**config.mk**
```make
export PLATFORM = sky130hd
export DESIGN_NAME = karatsuba_acc
export DESIGN_NICKNAME = d
export VERILOG_FILES = /design/src/rtl/karatsuba_acc.sv
export SDC_FILE = /design/constraint.sdc
export NUM_CORES = 1
export LEC_CHECK = 0
export CELL_PAD_IN_SITES_DETAIL_PLACEMENT = 2
export CELL_PAD_IN_SITES_GLOBAL_PLACEMENT = 2
export CORE_MARGIN = 10
export CORE_UTILIZATION = 25
export DETAILED_ROUTE_END_ITERATION = 12
export MAX_ROUTING_LAYER = met4
export PLACE_DENSITY = 0.68
export SETUP_SLACK_MARGIN = 0.3
export SLEW_MARGIN = 20
export SYNTH_ARGS = -nofsm -noshare
export SYNTH_HDL_FRONTEND = slang
export SYNTH_SLANG_ARGS = --single-unit
```
**constraint.sdc**
```tcl
create_clock -name clk -period 3.1 [get_ports clk]
set_clock_uncertainty 0.1 [all_clocks]
set_input_delay 0.62 -clock clk [delete_from_list [all_inputs] [get_ports clk]]
set_output_delay 0.62 -clock clk [all_outputs]
set_load 0.005 [all_outputs]
```
**src/rtl/karatsuba_acc.sv**
```systemverilog
// Accumulates a programmed number of 32-bit products into an ACC_W-bit sum with a sticky carry-out flag.
// Build option KARATSUBA_ACC_SATURATE_EN: clamp to all-ones on carry-out instead of wrapping.
module karatsuba_acc #(
  parameter int ACC_W = 40,
  parameter int LEN_W = 8
) (
  input  logic             clk,
  input  logic             rst,
  input  logic             start,
  input  logic [LEN_W-1:0] len,
  input  logic             in_valid,
  output logic             in_ready,
  input  logic [31:0]      prod,
  output logic             out_valid,
  input  logic             out_ready,
  output logic [ACC_W-1:0] acc_out,
  output logic             overflow,
  output logic             busy
);

  // state  | meaning
  // IDLE   | waiting for start; acc_out holds the last result
  // ACCUM  | accepting products, count holds terms remaining
  // DONE   | result presented until out_ready
  typedef enum logic [1:0] {S_IDLE, S_ACCUM, S_DONE} state_t;

  state_t           state_q, state_d;
  logic [LEN_W-1:0] count_q;
  logic [ACC_W-1:0] acc_q;
  logic             ovf_q;
  logic [ACC_W:0]   sum;
  logic             hs;
  logic             launch;

  assign hs     = in_valid && (state_q == S_ACCUM);
  assign launch = start && (state_q == S_IDLE);
  assign sum    = {1'b0, acc_q} + {{(ACC_W + 1 - 32){1'b0}}, prod};

  always_comb begin
    state_d = state_q;
    case (state_q)
      S_IDLE:  if (start) state_d = (len == '0) ? S_DONE : S_ACCUM;
      S_ACCUM: if (hs && count_q == LEN_W'(1)) state_d = S_DONE;
      S_DONE:  if (out_ready) state_d = S_IDLE;
      default: state_d = S_IDLE;
    endcase
  end

  always_ff @(posedge clk) begin
    if (rst) begin
      state_q <= S_IDLE;
      count_q <= '0;
      acc_q   <= '0;
      ovf_q   <= 1'b0;
    end else begin
      state_q <= state_d;
      if (launch) begin
        count_q <= len;
        acc_q   <= '0;
        ovf_q   <= 1'b0;
      end else if (hs) begin
        count_q <= count_q - LEN_W'(1);
        if (sum[ACC_W]) ovf_q <= 1'b1;
`ifdef KARATSUBA_ACC_SATURATE_EN
        // once clamped, any further nonzero add carries again, so the clamp holds
        acc_q <= sum[ACC_W] ? {ACC_W{1'b1}} : sum[ACC_W-1:0];
`else
        acc_q <= sum[ACC_W-1:0];
`endif
      end
    end
  end

  assign in_ready  = (state_q == S_ACCUM);
  assign out_valid = (state_q == S_DONE);
  assign busy      = (state_q != S_IDLE);
  assign acc_out   = acc_q;
  assign overflow  = ovf_q;

endmodule

```
### Yosys cells after proc, flatten, opt, wreduce, memory -nomap -nowiden

Index checks and enable logic that the tools add are counted.

| storage, ports and cells | value |
|---|---|
| flip-flop bits (word level) | 51 |
| output and inout bits | 44 |

| operators by class | value |
|---|---|
| add/sub/neg operators | 2 |
| equal/unequal tests | 6 |
| muxes and demuxes | 7 |
| reductions and logical operators | 10 |

Operators with widths:

| operator | count |
|---|---|
| 40-bit by 32-bit adder with 41-bit output | 1 |
| 8-bit two-way mux | 2 |
| 8-bit by 1-bit == test with 1-bit output (second input constant) | 1 |
| 8-bit zero test | 1 |
| 2-bit two-way mux | 4 |
| 8-bit by 1-bit subtractor with 8-bit output (second input constant) | 1 |
| 2-bit one-hot mux with 3 select lines | 1 |
| 2-bit by 1-bit inequality test with 1-bit output (second input constant) | 2 |
| 2-bit nonzero test | 2 |
| 1-bit logical AND | 3 |
| 3-bit AND reduction | 1 |
| 2-bit by 1-bit == test with 1-bit output (second input constant) | 1 |
| 2-bit == test (second input constant) | 1 |
| 2-bit zero test | 1 |
| 2-bit inequality test (second input constant) | 1 |
| 2-bit AND reduction | 1 |
| 2-bit OR reduction | 1 |

### Depth between registers and ports, before layout

| logic depth | value |
|---|---|
| depth in word-level cells | 5 |
| gate-level depth with buffers | 10 |
| mapped depth without buffers | 10 |

### Worst setup path before layout

Ideal clock, no wire load.

| path | value |
|---|---|
| path kind | input-to-reg |
| start | in prod[0] |
| end | reg acc_q[38], in the netlist acc_out[38] |
| library setup time | 72 ps |
| arrival | 2743 ps |
| data required time | 2928 ps |
| setup slack | 186 ps |
| stages | 10 |
| buffers on the path | 0 |
| cell sequence | ha_1 -> fa_1 -> a21oi_1 -> a2bb2oi_1 -> a21oi_1 -> o211ai_1 -> a21oi_2 -> a221o_1 -> nand4_1 -> mux2i_1 |

| on the way | value |
|---|---|
| word-level cells in the longest chain between the ends | 1 |

Ends and longest elaborated chain:

| element | RTL line | text |
|---|---|---|
| start: declaration | 13 | `input logic [31:0] prod,` |
| 40-bit by 32-bit adder with 41-bit output | 37 | `assign sum = {1'b0, acc_q} + {{(ACC_W + 1 - 32){1'b0}}, prod};` |
| end signal: assignment | 68 | `acc_q <= sum[ACC_W-1:0];` |
| end: declaration | 29 | `logic [ACC_W-1:0] acc_q;` |

No other way between the ends.
A chain may end at the register's enable or synchronous reset.

### Worst setup path after layout

| path | value |
|---|---|
| start | in prod[5] |
| end | reg acc_q[27], in the netlist acc_out[27] |

The elaborated chain is that of the path after synthesis.

==> results summary <==
The number of port buffers came out at slightly below 90. Detailed placement finished with a half-perimeter wire length of 13500 um. The area added between synthesis and finish came out at 66.1%. After detailed routing, the total wire length is 19900 um. Setup repair after global routing could not meet its margin everywhere.

The floorplan has 46 rows. The type of the setup path with the least slack is input port to flip-flop. The post-route DRC violation count came out at 0. STA classifies the critical path endpoint as a flip-flop.

The area of the die came out at between 20000 and 25000 um^2. The via density per instance is approximately 5.2. The cell family contributing the most delay on the critical path is compound AO/OA/AOI/OAI gates.

Clock-pin slew was measured on the worst setup and hold paths at around 80 ps. The core footprint came out at between 15000 and 20000 um^2. The total of flip-flops plus latches after synthesis is just over 50. Detailed routing inserted a total of a little under 5k vias.

The part of the power in the clock network came out at 0.285. The final RePlAce weighted congestion is 0.840. TritonCTS built the clock tree.

The number of buffers on the longest clock path came out at 2. The post-synthesis sequential area ratio came out at 0.251. The internal portion of total power is between 1 and 1.5 mW. The tightest min-delay check is of the flip-flop to flip-flop type.

The TritonCTS buffer count is 5. After the first detailed-routing iteration, the DRC count stood at between 200 and 250. The number of clock sinks seen by CTS is just over 50. The fraction of synthesized cell area taken by the top area cell type came out at 0.251. The predominant post-synthesis flop cell is sky130_fd_sc_hd__dfxtp_1. The first-pass iteration count of the detailed router is 4. The share of cells above drive strength 1 came out at 0.321. The maximum number of pins on one net before global-route repair is between 40 and 50. In this run the power density over the cells is about 310 nW/um^2. The number of flops mapped to enable cells by yosys is 0. The post-synthesis cell count came out at 537. The H-tree was split into 2 levels. The transition time at the pin with the least slew margin is just under 700 ps. The share of total power dissipated in combinational logic is 0.367. The longest individual stage delay on the worst path is between 400 and 500 ps. The count of buffering cells on the critical path with inverters included came out at 2. The run finished with clean final reports.

Of the total power, the share spent switching nets is 0.353. After layout, the minimum clock period comes to approximately 2800 ps. The post-route clock period utilization came out at 0.909. The switching power of the nets is around 0.73 mW.

In this run the mean area of a mapped cell was 7.57 um^2. The worst setup path is launched from an input port. The slowest stage of the critical path is the sky130_fd_sc_hd__or3_4 cell. Setup violations remaining at the end of the flow were counted as 0. The critical path goes through dlygate4sd2_1, ha_4, buf_6, o21a_1, o21ai_1, or3_4, a211o_1, a211oi_2, or3_1, nand3_2, a21oi_2. The number of max-cap violations is 0. In the post-synthesis netlist, the biggest area contributors are sky130_fd_sc_hd__dfxtp_1, sky130_fd_sc_hd__ha_1, sky130_fd_sc_hd__a21oi_1. The synthesized netlist occupies a cell area of between 4000 and 5000 um^2. The final worst setup slack is ~280 ps.

The wire length per cell is ~21 um. For the worst-skew pair, the clock arrives at the later sink with an insertion delay of just over 300 ps. The net count of the mapped netlist is between 600 and 700.

The static leakage is 2.73 nW. The fraction of registers with async set or reset after synthesis came out at 0. The x dimension of the die is 147 um. The count of warnings emitted by yosys is 0. The net total in the final layout is 801. The remaining number of nets flagged by the antenna check after routing is 0. The data required time at the worst endpoint is ~3200 ps. The tightest slew margin relative to the limit came out at 0.538.

The starting utilization of the core area came out at 0.256. The number of I/O pins is approximately 90. Derived from the worst setup path, the maximum achievable clock frequency is around 350 MHz.

The core utilization of the finished layout is 0.425. The share of total power dissipated in sequential elements is 0.348. Prior to clock tree synthesis, the placed netlist has a worst setup slack of -464 ps. The count of unique library cells instantiated by Yosys came out at 67. The first global-routing pass estimated about 30000 um of wire. The total global routing track utilization is 0.171. The arrival time at the worst endpoint came out at slightly below 3000 ps. The tree is rooted in a sky130_fd_sc_hd__clkbuf_16.

The total count of max-transition violations in the final report is 0. The largest vdd supply drop came out at roughly 210 uV. The initial antenna violation count came out at 0. The maximum net fanout on the critical path came out at 4.

The number of global-route vias before repair is 5451. The number of failing hold endpoints at the final stage was 0. The cell accounting for the most synthesized area is sky130_fd_sc_hd__dfxtp_1.

The y dimension of the die came out at 147 um. The leftover overflow at the end of global routing is 0. 0 antenna diodes ended up in the layout.
-- tightest hold or removal path, delay by kind of cell, from the launching register on --
kind / cells / cell delay (ps)
DFF: 1 / 340
and+or+nand+nor: 2 / 110
-- layout make-up --
type,count,area (um^2)
Timing Repair Buffer,205,1750
Multi-Input combinational cell,446,3520
Fill cell,1777,9140
Tap cell,216,270
Inverter,12,45.0
Sequential cell,51,1020
Clock buffer,6,129
Clock inverter,2,12.5
-- cells by family (layout without fill, tap and decap cells) --
logic type / after synthesis / after routing / synth area share
flops: 51 / 51 / 0.251
mux: 6 / 6 / 0.0160
simple gates: 211 / 211 / 0.244
buf+inv: 40 / 225 / 0.0453
xor+xnor: 21 / 21 / 0.0453
compound gates: 173 / 173 / 0.289
fa+ha+maj: 35 / 35 / 0.110
-- Yosys cell counts (7+ instances only) --
| library cell | number |
|---|---|
| sky130_fd_sc_hd__inv_1 | 12 |
| sky130_fd_sc_hd__xnor2_1 | 15 |
| sky130_fd_sc_hd__clkbuf_1 | 17 |
| sky130_fd_sc_hd__ha_1 | 34 |
| sky130_fd_sc_hd__a21o_1 | 17 |
| sky130_fd_sc_hd__nand3_1 | 24 |
| sky130_fd_sc_hd__and2_1 | 7 |
| sky130_fd_sc_hd__nand2_1 | 79 |
| sky130_fd_sc_hd__nor2_1 | 42 |
| sky130_fd_sc_hd__a21oi_1 | 60 |
| sky130_fd_sc_hd__or3_1 | 12 |
| sky130_fd_sc_hd__and3_1 | 8 |
| sky130_fd_sc_hd__o21ai_0 | 24 |
| sky130_fd_sc_hd__a31oi_1 | 8 |
| sky130_fd_sc_hd__nor3_1 | 8 |
| sky130_fd_sc_hd__dfxtp_1 | 51 |
-- routing by layer --
metal  part of all wire  global-route usage  vias up
li1                   -                   -     2326
met2               0.52               0.302       79
met5                  0                   -        -
met3              0.021              0.0247       16
met4              0.013              0.0342        0
met1               0.45               0.203     2463
-- final timing paths --
kind	slack (ps)	start	cells past startpoint	to
worst max-delay path	280	prod[5]	11	acc_out[27]
worst min-delay path	380	acc_out[31]	2	acc_out[31]
worst max register to register	380	acc_out[15]	9	acc_out[34]
worst min register to register	380	acc_out[31]	2	acc_out[31]
-- placed cells by master, fill, tap and decap left out, types with 14 or more instances in the layout --
cell and instances:
sky130_fd_sc_hd__dfxtp_1 50, sky130_fd_sc_hd__a21oi_2 17, sky130_fd_sc_hd__nor2_1 42, sky130_fd_sc_hd__nand3_1 21, sky130_fd_sc_hd__a21o_1 17, sky130_fd_sc_hd__o21ai_0 20
sky130_fd_sc_hd__a21oi_1 42, sky130_fd_sc_hd__buf_4 111, sky130_fd_sc_hd__xnor2_1 14, sky130_fd_sc_hd__clkdlybuf4s50_1 62, sky130_fd_sc_hd__ha_4 26, sky130_fd_sc_hd__dlygate4sd2_1 14
sky130_fd_sc_hd__nand2_1 74
-- registers in the layout (all words and copies together), names as in the netlist --
signal    flops
acc_out      40
state_q       2
count_q       8
overflow      1
-- power by group through the flow --
stage | Clock (mW) | Combinational [mW] | Sequential [mW]
2_1_floorplan | 0 | 0.333 | 0.724
3_3_place_gp | 0 | 0.622 | 0.729
3_5_place_dp | 0 | 0.650 | 0.732
4_1_cts | 0.606 | 0.701 | 0.721
5_1_grt | 0.644 | 0.828 | 0.729
6_report | 0.593 | 0.763 | 0.723
-- timing repair --
| item | 4_1_cts | 5_1_grt |
|---|---|---|
| gates resized for setup | 93 | 61 |
| pin swaps | 54 | 52 |
| buffers inserted | 7 | 11 |
| endpoints found under the setup margin | 31 | 27 |
| hold buffers | 0 | 0 |
-- through the flow --
step	hold slack (ps)	instance area [um^2]	TNS, ps	cells	power, mW
floorplan	351	4070	0	537	1.06
global placement	358	5850	-7140	912	1.35
detailed placement	372	5850	-8930	912	1.38
CTS	388	6440	0	927	2.03
global route	428	6750	0	938	2.20
finish	385	6750	0	938	2.08
No activity file was read; power rests on OpenSTA's default activity.
